File: src/rtl/sha2_pkg.sv
// Shared SHA-2 (256/224) constants, state encoding and round helper functions.
package sha2_pkg;

  typedef enum logic [1:0] {
    IDLE  = 2'd0,
    ROUND = 2'd1,
    ADD   = 2'd2,
    DONE  = 2'd3
  } state_t;

  localparam logic [31:0] K [64] = '{
    32'h428a2f98, 32'h71374491, 32'hb5c0fbcf, 32'he9b5dba5,
    32'h3956c25b, 32'h59f111f1, 32'h923f82a4, 32'hab1c5ed5,
    32'hd807aa98, 32'h12835b01, 32'h243185be, 32'h550c7dc3,
    32'h72be5d74, 32'h80deb1fe, 32'h9bdc06a7, 32'hc19bf174,
    32'he49b69c1, 32'hefbe4786, 32'h0fc19dc6, 32'h240ca1cc,
    32'h2de92c6f, 32'h4a7484aa, 32'h5cb0a9dc, 32'h76f988da,
    32'h983e5152, 32'ha831c66d, 32'hb00327c8, 32'hbf597fc7,
    32'hc6e00bf3, 32'hd5a79147, 32'h06ca6351, 32'h14292967,
    32'h27b70a85, 32'h2e1b2138, 32'h4d2c6dfc, 32'h53380d13,
    32'h650a7354, 32'h766a0abb, 32'h81c2c92e, 32'h92722c85,
    32'ha2bfe8a1, 32'ha81a664b, 32'hc24b8b70, 32'hc76c51a3,
    32'hd192e819, 32'hd6990624, 32'hf40e3585, 32'h106aa070,
    32'h19a4c116, 32'h1e376c08, 32'h2748774c, 32'h34b0bcb5,
    32'h391c0cb3, 32'h4ed8aa4a, 32'h5b9cca4f, 32'h682e6ff3,
    32'h748f82ee, 32'h78a5636f, 32'h84c87814, 32'h8cc70208,
    32'h90befffa, 32'ha4506ceb, 32'hbef9a3f7, 32'hc67178f2
  };

  localparam logic [255:0] IV_256 = 256'h6a09e667_bb67ae85_3c6ef372_a54ff53a_510e527f_9b05688c_1f83d9ab_5be0cd19;
  localparam logic [255:0] IV_224 = 256'hc1059ed8_367cd507_3070dd17_f70e5939_ffc00b31_68581511_64f98fa7_befa4fa4;

  function automatic logic [31:0] rotr(input logic [31:0] x, input int n);
    return (x >> n) | (x << (32 - n));
  endfunction

  function automatic logic [31:0] big_sigma0(input logic [31:0] x);
    return rotr(x, 2) ^ rotr(x, 13) ^ rotr(x, 22);
  endfunction

  function automatic logic [31:0] big_sigma1(input logic [31:0] x);
    return rotr(x, 6) ^ rotr(x, 11) ^ rotr(x, 25);
  endfunction

  function automatic logic [31:0] small_sigma0(input logic [31:0] x);
    return rotr(x, 7) ^ rotr(x, 18) ^ (x >> 3);
  endfunction

  function automatic logic [31:0] small_sigma1(input logic [31:0] x);
    return rotr(x, 17) ^ rotr(x, 19) ^ (x >> 10);
  endfunction

  function automatic logic [31:0] ch(input logic [31:0] e, input logic [31:0] f, input logic [31:0] g);
    return (e & f) ^ (~e & g);
  endfunction

  function automatic logic [31:0] maj(input logic [31:0] a, input logic [31:0] b, input logic [31:0] c);
    return (a & b) ^ (a & c) ^ (b & c);
  endfunction

endpackage

File: src/rtl/sha256_round.sv
// One combinational SHA-256 round: working variables a..h packed as {a,b,c,d,e,f,g,h}.
module sha256_round
  import sha2_pkg::*;
(
  input  logic [255:0] state_in,
  input  logic [31:0]  k,
  input  logic [31:0]  w,
  output logic [255:0] state_out
);

  logic [31:0] a, b, c, d, e, f, g, h;
  logic [31:0] t1, t2;

  assign {a, b, c, d, e, f, g, h} = state_in;

  assign t1 = h + big_sigma1(e) + ch(e, f, g) + k + w;
  assign t2 = big_sigma0(a) + maj(a, b, c);

  assign state_out = {t1 + t2, a, b, c, d + t1, e, f, g};

endmodule

File: src/rtl/sha256_compress.sv
// Iterative SHA-256/SHA-224 compression engine, UNROLL rounds per clock, with
// internal multi-block chaining and a held valid/ready digest output.
module sha256_compress
  import sha2_pkg::*;
#(
  parameter int UNROLL = 1
) (
  input  logic         clock,
  input  logic         reset_n,
  input  logic         in_valid,
  output logic         in_ready,
  input  logic [511:0] chunk,
  input  logic         first,
  input  logic         last,
  input  logic         sha224,
  output logic         out_valid,
  input  logic         out_ready,
  output logic [255:0] digest,
  output logic         busy
);

  if (!(UNROLL == 1 || UNROLL == 2 || UNROLL == 4 || UNROLL == 8)) begin : g_bad_unroll
    $fatal(1, "sha256_compress: UNROLL must be 1, 2, 4 or 8");
  end

  localparam logic [6:0] STEP     = 7'(UNROLL);
  localparam logic [6:0] LAST_CNT = 7'(64 - UNROLL);

  state_t        state, state_next;
  logic [511:0]  w_win;
  logic [255:0]  work;
  logic [255:0]  h_reg;
  logic [255:0]  h_sum;
  logic [6:0]    round_cnt;
  logic          last_q;
  logic          mode_224;
  logic          accept;
  logic [511:0]  win_final;
  logic [255:0]  work_final;

  assign accept = in_valid && (state == IDLE);

  // Window word p sits at [511-32p -: 32]; word 0 is W[t] for the current round.
  for (genvar i = 0; i < UNROLL; i++) begin : g_round
    logic [511:0] win_in, win_out;
    logic [255:0] st_in, st_out;
    logic [5:0]   t;
    logic [31:0]  w_new;

    if (i == 0) begin : g_head
      assign win_in = w_win;
      assign st_in  = work;
    end else begin : g_link
      assign win_in = g_round[i-1].win_out;
      assign st_in  = g_round[i-1].st_out;
    end

    assign t       = round_cnt[5:0] + 6'(i);
    assign w_new   = small_sigma1(win_in[63:32]) + win_in[223:192]
                   + small_sigma0(win_in[479:448]) + win_in[511:480];
    assign win_out = {win_in[479:0], w_new};

    sha256_round u_round (
      .state_in  (st_in),
      .k         (K[t]),
      .w         (win_in[511:480]),
      .state_out (st_out)
    );
  end

  assign win_final  = g_round[UNROLL-1].win_out;
  assign work_final = g_round[UNROLL-1].st_out;

  // NOTE: every variable assigned in always_comb gets a default first so no path leaves it unassigned and infers a latch.
  always_comb begin
    h_sum = '0;
    for (int j = 0; j < 8; j++) begin
      h_sum[32*j +: 32] = h_reg[32*j +: 32] + work[32*j +: 32];
    end
  end

  // NOTE: sequential state uses non-blocking assignments so every flop samples pre-edge values.
  always_ff @(posedge clock or negedge reset_n) begin
    if (!reset_n) begin
      state <= IDLE;
    end else begin
      state <= state_next;
    end
  end

  always_comb begin
    state_next = state;
    unique case (state)
      IDLE:    if (in_valid) state_next = ROUND;
      ROUND:   if (round_cnt == LAST_CNT) state_next = ADD;
      ADD:     state_next = last_q ? DONE : IDLE;
      DONE:    if (out_ready) state_next = IDLE;
      default: state_next = IDLE;
    endcase
  end

  always_comb begin
    in_ready  = (state == IDLE);
    out_valid = (state == DONE);
    busy      = (state != IDLE);
  end

  always_ff @(posedge clock or negedge reset_n) begin
    if (!reset_n) begin
      w_win     <= '0;
      work      <= '0;
      h_reg     <= IV_256;
      round_cnt <= '0;
      last_q    <= 1'b0;
      mode_224  <= 1'b0;
      digest    <= '0;
    end else begin
      if (accept) begin
        w_win     <= chunk;
        last_q    <= last;
        round_cnt <= '0;
        if (first) begin
          h_reg    <= sha224 ? IV_224 : IV_256;
          work     <= sha224 ? IV_224 : IV_256;
          mode_224 <= sha224;
        end else begin
          work <= h_reg;
        end
      end else if (state == ROUND) begin
        w_win     <= win_final;
        work      <= work_final;
        round_cnt <= round_cnt + STEP;
      end else if (state == ADD) begin
        h_reg <= h_sum;
        if (last_q) begin
          digest <= mode_224 ? {h_sum[255:32], 32'h0} : h_sum;
        end
      end
    end
  end

endmodule

File: config.mk
export PLATFORM = sky130hd
export DESIGN_NAME = sha256_compress
export DESIGN_NICKNAME = d
export VERILOG_FILES = /design/src/rtl/sha2_pkg.sv /design/src/rtl/sha256_round.sv /design/src/rtl/sha256_compress.sv
export SDC_FILE = /design/constraint.sdc
export NUM_CORES = 2
export LEC_CHECK = 0
export ABC_CLOCK_PERIOD_IN_PS = 8750
export CAP_MARGIN = 20
export CORE_AREA = 5 5 488 490
export CTS_CLUSTER_DIAMETER = 100
export DETAILED_ROUTE_END_ITERATION = 16
export DIE_AREA = 0 0 493 495
export PLACE_DENSITY = 0.6
export SLEW_MARGIN = 20
export SYNTH_ARGS = -nofsm -noshare
export SYNTH_HDL_FRONTEND = slang
export SYNTH_SLANG_ARGS = --single-unit
export TNS_END_PERCENT = 20
File: constraint.sdc
create_clock -name clock -period 8.75 [get_ports clock]
set_clock_uncertainty 0.2 [all_clocks]
set_input_delay 2.1875 -clock clock [delete_from_list [all_inputs] [get_ports clock]]
set_output_delay 2.1875 -clock clock [all_outputs]
set_load 0.05 [all_outputs]
**Word level (Yosys, flattened, before mapping)**

Memory sizes are Yosys's and may differ from the RTL's.
Cells that the tools add are included.

- Bits in registers: 1291
- Bits in latches: 0
- RAM bits: 0
- Bits in read-only memories: 2048
- Input port bits: 519
- Output and inout port bits: 259
- Logic and storage cells: 95
- Memories kept: 1

- $add $sub $neg: 19
- Multiply operators: 0
- Divide/modulo/power cells: 0
- Magnitude comparators: 1
- Equality and inequality tests: 8
- Shift operators: 0
- Mux-type cells: 19
- Bitwise logic cells: 30
- Reduce and logical (&&, ||, !) cells: 9

Memories:

| name | words | width | rd ports | clocked after memory_dff | wr ports | line | RTL |
|---|---|---|---|---|---|---|---|
| (name not given) | 64 | 32 | 1 | 0 | 0 | sha256_compress.sv:65 | `.k (K[t]),` |

Operators by type and width:

| cell | count |
|---|---|
| 256-bit 2-to-1 mux | 7 |
| 512-bit 2-to-1 mux | 2 |
| 32-bit adder | 18 |
| 32-bit bitwise XOR | 9 |
| 32-bit bitwise AND | 5 |
| 32-bit 2-to-1 mux | 3 |
| 32-bit NOT | 1 |
| 10-bit by 32-bit OR with 32-bit output | 1 |
| 13-bit by 32-bit OR with 32-bit output | 1 |
| 14-bit by 32-bit OR with 32-bit output | 1 |
| 15-bit by 32-bit OR with 32-bit output | 1 |
| 19-bit by 32-bit OR with 32-bit output | 1 |
| 21-bit by 32-bit OR with 32-bit output | 1 |
| 25-bit by 32-bit OR with 32-bit output | 1 |
| 26-bit by 32-bit OR with 32-bit output | 1 |
| 30-bit by 32-bit OR with 32-bit output | 1 |
| 7-bit by 32-bit OR with 32-bit output | 1 |
| 32-bit by 22-bit bitwise XOR with 32-bit output | 1 |
| 32-bit by 29-bit bitwise XOR with 32-bit output | 1 |
| 7-bit 2-to-1 mux | 2 |
| 2-bit 2-to-1 mux | 4 |
| 2-bit case mux with 4 select lines | 1 |
| 7-bit by 1-bit adder with 7-bit output (second input constant) | 1 |
| 7-bit by 6-bit == test with 1-bit output (second input constant) | 1 |
| other kinds (13) | 20 |

**Depth between registers and ports, before layout**

- Word-level depth: 10
- Gate-level depth with buffers: 37
- Gate-level depth less buffers: 36

**Modules after synthesis**

A second synthesis with hierarchy kept.

- Cells, all modules: 9568
- Area, all modules: 83264.9 um^2

By module, submodules not included:

| module | times used | cells each | area each (um^2) | seq. area each (um^2) |
|---|---|---|---|---|
| sha256_compress | 1 | 8224 | 72334.4 | 32476.1 |
| sha256_round | 1 | 1344 | 10930.5 | 0.0 |

**Worst setup path before layout**

No wires, ideal clock.

- Path kind: reg-to-reg
- Start: reg round_cnt[2]
- End: reg work[253] (netlist: g_round[0].st_in[253])
- Library setup time: 0.142 ns
- Data arrival time: 7.907 ns
- Setup slack: 0.501 ns
- Cell stages (with the launch flop): 34
- Period minus slack after synthesis: 8.249 ns
- Cells stage by stage: dfrtp_1 inv_1 clkbuf_1 clkbuf_1 ha_1 a21oi_1 a21boi_0 a221oi_1 a21oi_1 fa_1 inv_1 ha_1 a21o_1 a21oi_1 o21bai_1 a2111oi_0 nor2_1 a21o_1 a21oi_1 xnor2_1 inv_1 fa_1 inv_1 ha_1 a21oi_1 o21ai_0 a221o_1 a221oi_2 o221ai_1 or4_1 a31o_2 a21oi_1 xor2_1 o221ai_1

- Cells in the longest elaborated chain, start to end: 9

Ends and longest elaborated chain:

| element | line | RTL |
|---|---|---|
| from (decl) | sha256_compress.sv:34 | `logic [6:0] round_cnt;` |
| from (signal assigned) | sha256_compress.sv:132 | `round_cnt <= round_cnt + STEP;` |
| 6-bit NOT with 7-bit output (not written as such) | sha256_compress.sv:65 |  |
| memory 64 x 32 bit | - |  |
| 32-bit 2-to-1 mux (not written as such) (2 in a row) | sha256_compress.sv:65 |  |
| 32-bit adder (2 in a row) | sha256_round.sv:16 | `assign t1 = h + big_sigma1(e) + ch(e, f, g) + k + w;` |
| 32-bit adder | sha256_round.sv:19 | `assign state_out = {t1 + t2, a, b, c, d + t1, e, f, g};` |
| 256-bit 2-to-1 mux | sha256_compress.sv:129 | `end else if (state == ROUND) begin` |
| 256-bit 2-to-1 mux | sha256_compress.sv:118 | `if (accept) begin` |
| to (signal assigned) | sha256_compress.sv:124 | `work <= sha224 ? IV_224 : IV_256;` |
| to (signal assigned) | sha256_compress.sv:127 | `work <= h_reg;` |
| to (signal assigned) | sha256_compress.sv:131 | `work <= work_final;` |
| to (decl) | sha256_compress.sv:31 | `logic [255:0] work;` |

No other way between the ends. The select of a mux whose other input is x is not followed.
A chain may end at the register's enable or synchronous reset.

**Final worst setup path**

- Start: reg round_cnt[0]
- End: reg work[253] (netlist: g_round[0].st_in[253])

Same word-level chain as after synthesis.

==> results.cfg <==
[finish]
synthToLayoutAreaGrowth_pct = 21.7
final_common_cell = nand2_1
largest_register_ffs = 512
regArea_sq_um = 32500
mostFrequentLayoutCells = nand2_1, dfrtp_1, clkdlybuf4s50_1, o21ai_0, a21oi_1
multi_input_area_sq_um = 44600
nFillCells = 22900
drive_above_1_share_pct = 8.87
nets = 10900

[critical_path]
r2r_start = round_cnt[0]$_DFFE_PN0P_
reg2reg_depth = 33
crit_path_max_incr_delay_ns = 0.56
cp-end-kind = register
crit_fanout = 5
crit_required_ns = 9.21
cp-start-kind = register
r2r_setup_slack_ns = 0.41
cp_slowest_cell = fa_1
arrival_ns = 8.80
timing.rr.end = g_round[0].st_in[253]$_DFFE_PN0P_
critical_path_class = register to register

[global_routing]
grtUsageTotal_pct = 28.8
antenna_found_initial = 71
first_global_vias = 71800
grt_first_pass_wirelength_um = 520000
grt_overflow_total = 0
grt_start_max_net_pins = 213

[floorplanning]
dieArea_sq_um = 244000
initial_core_util_pct = 34.8
core_sq_um = 234000
pin_count = 778
rows = 178
die_x_um = 493
die_height_um = 495

[run]
max-cap-violations = 0

[routing]
met2WireLength_um = 155000
m1WireLength_um = 159000
drc = 0
wire_per_inst_um = 28.0
vias = 74600
postRouteAntennaNets = 0
drtIter0Drc = 9277
met3_length_um = 31600
drt_wl_total_um = 365000
vias_per_cell = 5.71
highest_layer = met5
firstDrtPassIters = 6

[placement]
place_congestion = 0.971
io_buffers = 777
dp_hpwl_um = 275000
preCtsSetupSlack_ns = 0.0360

[synth]
synthCells = 9193
netlist_area_sq_um = 81200
synth.avg_cell_area_sq_um = 8.83
synth-main-ff-cell = dfrtp_1
synth.largest_area_cell = dfrtp_1
syn_nets = 10300
ys_warn_count = 0
seq_area_frac_synth_pct = 40.0
synth_top_area_share_pct = 35.6
synth_area_leaders = dfrtp_1, nand2_1, ha_1
ys_types = 83
ys_ff_latch = 1291
synthArstFlopShare_pct = 100
synth_edf_count = 0

[clock_tree]
insertion_delay_ns = 0.85
htree_levels = 4
cts_sinks = 1291
cts_tree = built
clk_pin_slew_ns = 0.06
cts_hold_buffers = 0
clockRootBuffer = clkbuf_16
cts.path.max_buffers = 3
cts_made_buffers = 156

[outcome]
status = finished, final reports clean

[timing]
layout_setup_ws_ns = 0.415
timing.final.hold_violations = 0
fmax_ghz = 0.120
tightest_slew_ns = 1.29
min_period_ns = 8.34
slew_viol_final = 0
post-route-period-util_pct = 95.3
timing.slew.headroom_pct = 14.2
setup_violations = 0

[worst_hold_path]
min_to = h_reg[77]$_DFFE_PN1P_
worstHoldPathCells = 2
hp-class = register to register
holdCritStartpoint = h_reg[77]$_DFFE_PN1P_
[worst max-delay path: cells and delay by family, from the launching register on]
family	cells	cell delay, ns
AO/OA/AOI/OAI	11	2.53
adder cells (fa/ha/maj)	6	1.92
buffers and inverters	9	1.05
AND/OR/NAND/NOR	3	0.95
multiplexers	2	0.78
flip-flops	1	0.42
XOR/XNOR	2	0.33
[synthesized netlist by cell type (90+ instances only)]
cell / n
nand2_1: 1759
dfrtp_1: 1155
o21ai_0: 724
a21oi_1: 584
clkbuf_1: 568
inv_1: 508
a22oi_1: 489
nor2_1: 403
ha_1: 399
xnor2_1: 330
xor2_1: 253
a31oi_1: 222
fa_1: 195
a21o_1: 171
dfstp_2: 136
nor3_1: 112
a211oi_1: 106
mux2_2: 90
[stage by stage]
step                      utilization [%]  std cells  cell area, sq um  TNS [ns]  hold slack, ns
after floorplan                         -       9193             81200         0           0.242
after global placement               39.9      12700             93300   -0.0391           0.250
after detailed placement             39.9      12700             93300         0           0.257
after CTS                            42.2      13000             98700         0           0.265
after global routing                 42.3      13000             98800  -0.00256           0.276
final                                42.3      13100             98800         0           0.265
[what timing repair did]
action / 4_1_cts / 5_1_grt
setup endpoints to repair: 1 / 5
resized for setup: 2 / 14
setup buffers: 0 / 0
[worst max path at each step]
| stage | start | endpoint | slack (ns) | cells after the start |
|---|---|---|---|---|
| 6_report | round_cnt[0]$_DFFE_PN0P_ | g_round[0].st_in[253]$_DFFE_PN0P_ | 0.41 | 33 |
| 5_1_grt | round_cnt[1]$_DFFE_PN0P_ | g_round[0].st_in[253]$_DFFE_PN0P_ | -0.003 | 36 |
| 4_1_cts | round_cnt[0]$_DFFE_PN0P_ | g_round[0].st_in[253]$_DFFE_PN0P_ | 0.04 | 33 |
| 3_5_place_dp | round_cnt[0]$_DFFE_PN0P_ | g_round[0].st_in[253]$_DFFE_PN0P_ | 0.04 | 35 |
| 3_3_place_gp | round_cnt[0]$_DFFE_PN0P_ | g_round[0].st_in[253]$_DFFE_PN0P_ | -0.04 | 34 |
| 2_1_floorplan | round_cnt[2]$_DFFE_PN0P_ | g_round[0].st_in[253]$_DFFE_PN0P_ | 0.50 | 33 |
[kinds of logic after synthesis]
logic type | share of synthesized area [%]
AO/OA/AOI/OAI | 21.9
XOR/XNOR | 6.29
adder cells (fa/ha/maj) | 11.0
buffers and inverters | 5.24
flip-flops | 40.0
multiplexers | 1.96
AND/OR/NAND/NOR | 13.7
[final cells by class]
type                            count  share of cell area, %
Tap cell                         3060                   3.88
Timing Repair Buffer             1097                   10.5
Clock buffer                      218                   4.52
Clock inverter                     67                  0.947
Inverter                          512                   1.95
Antenna cell                       37                 0.0937
Multi-Input combinational cell   6770                   45.2
Sequential cell                  1291                   32.9
[routing by layer]
metal,vias to the layer above,global-route usage (%)
li1,33300,-
met1,36900,40.6
met2,3585,42.0
met3,717,6.55
met4,40,13.1
met5,-,0
Power is not shown: default switching activity piles up to over one toggle a cycle in this logic, so the estimate is an artifact.
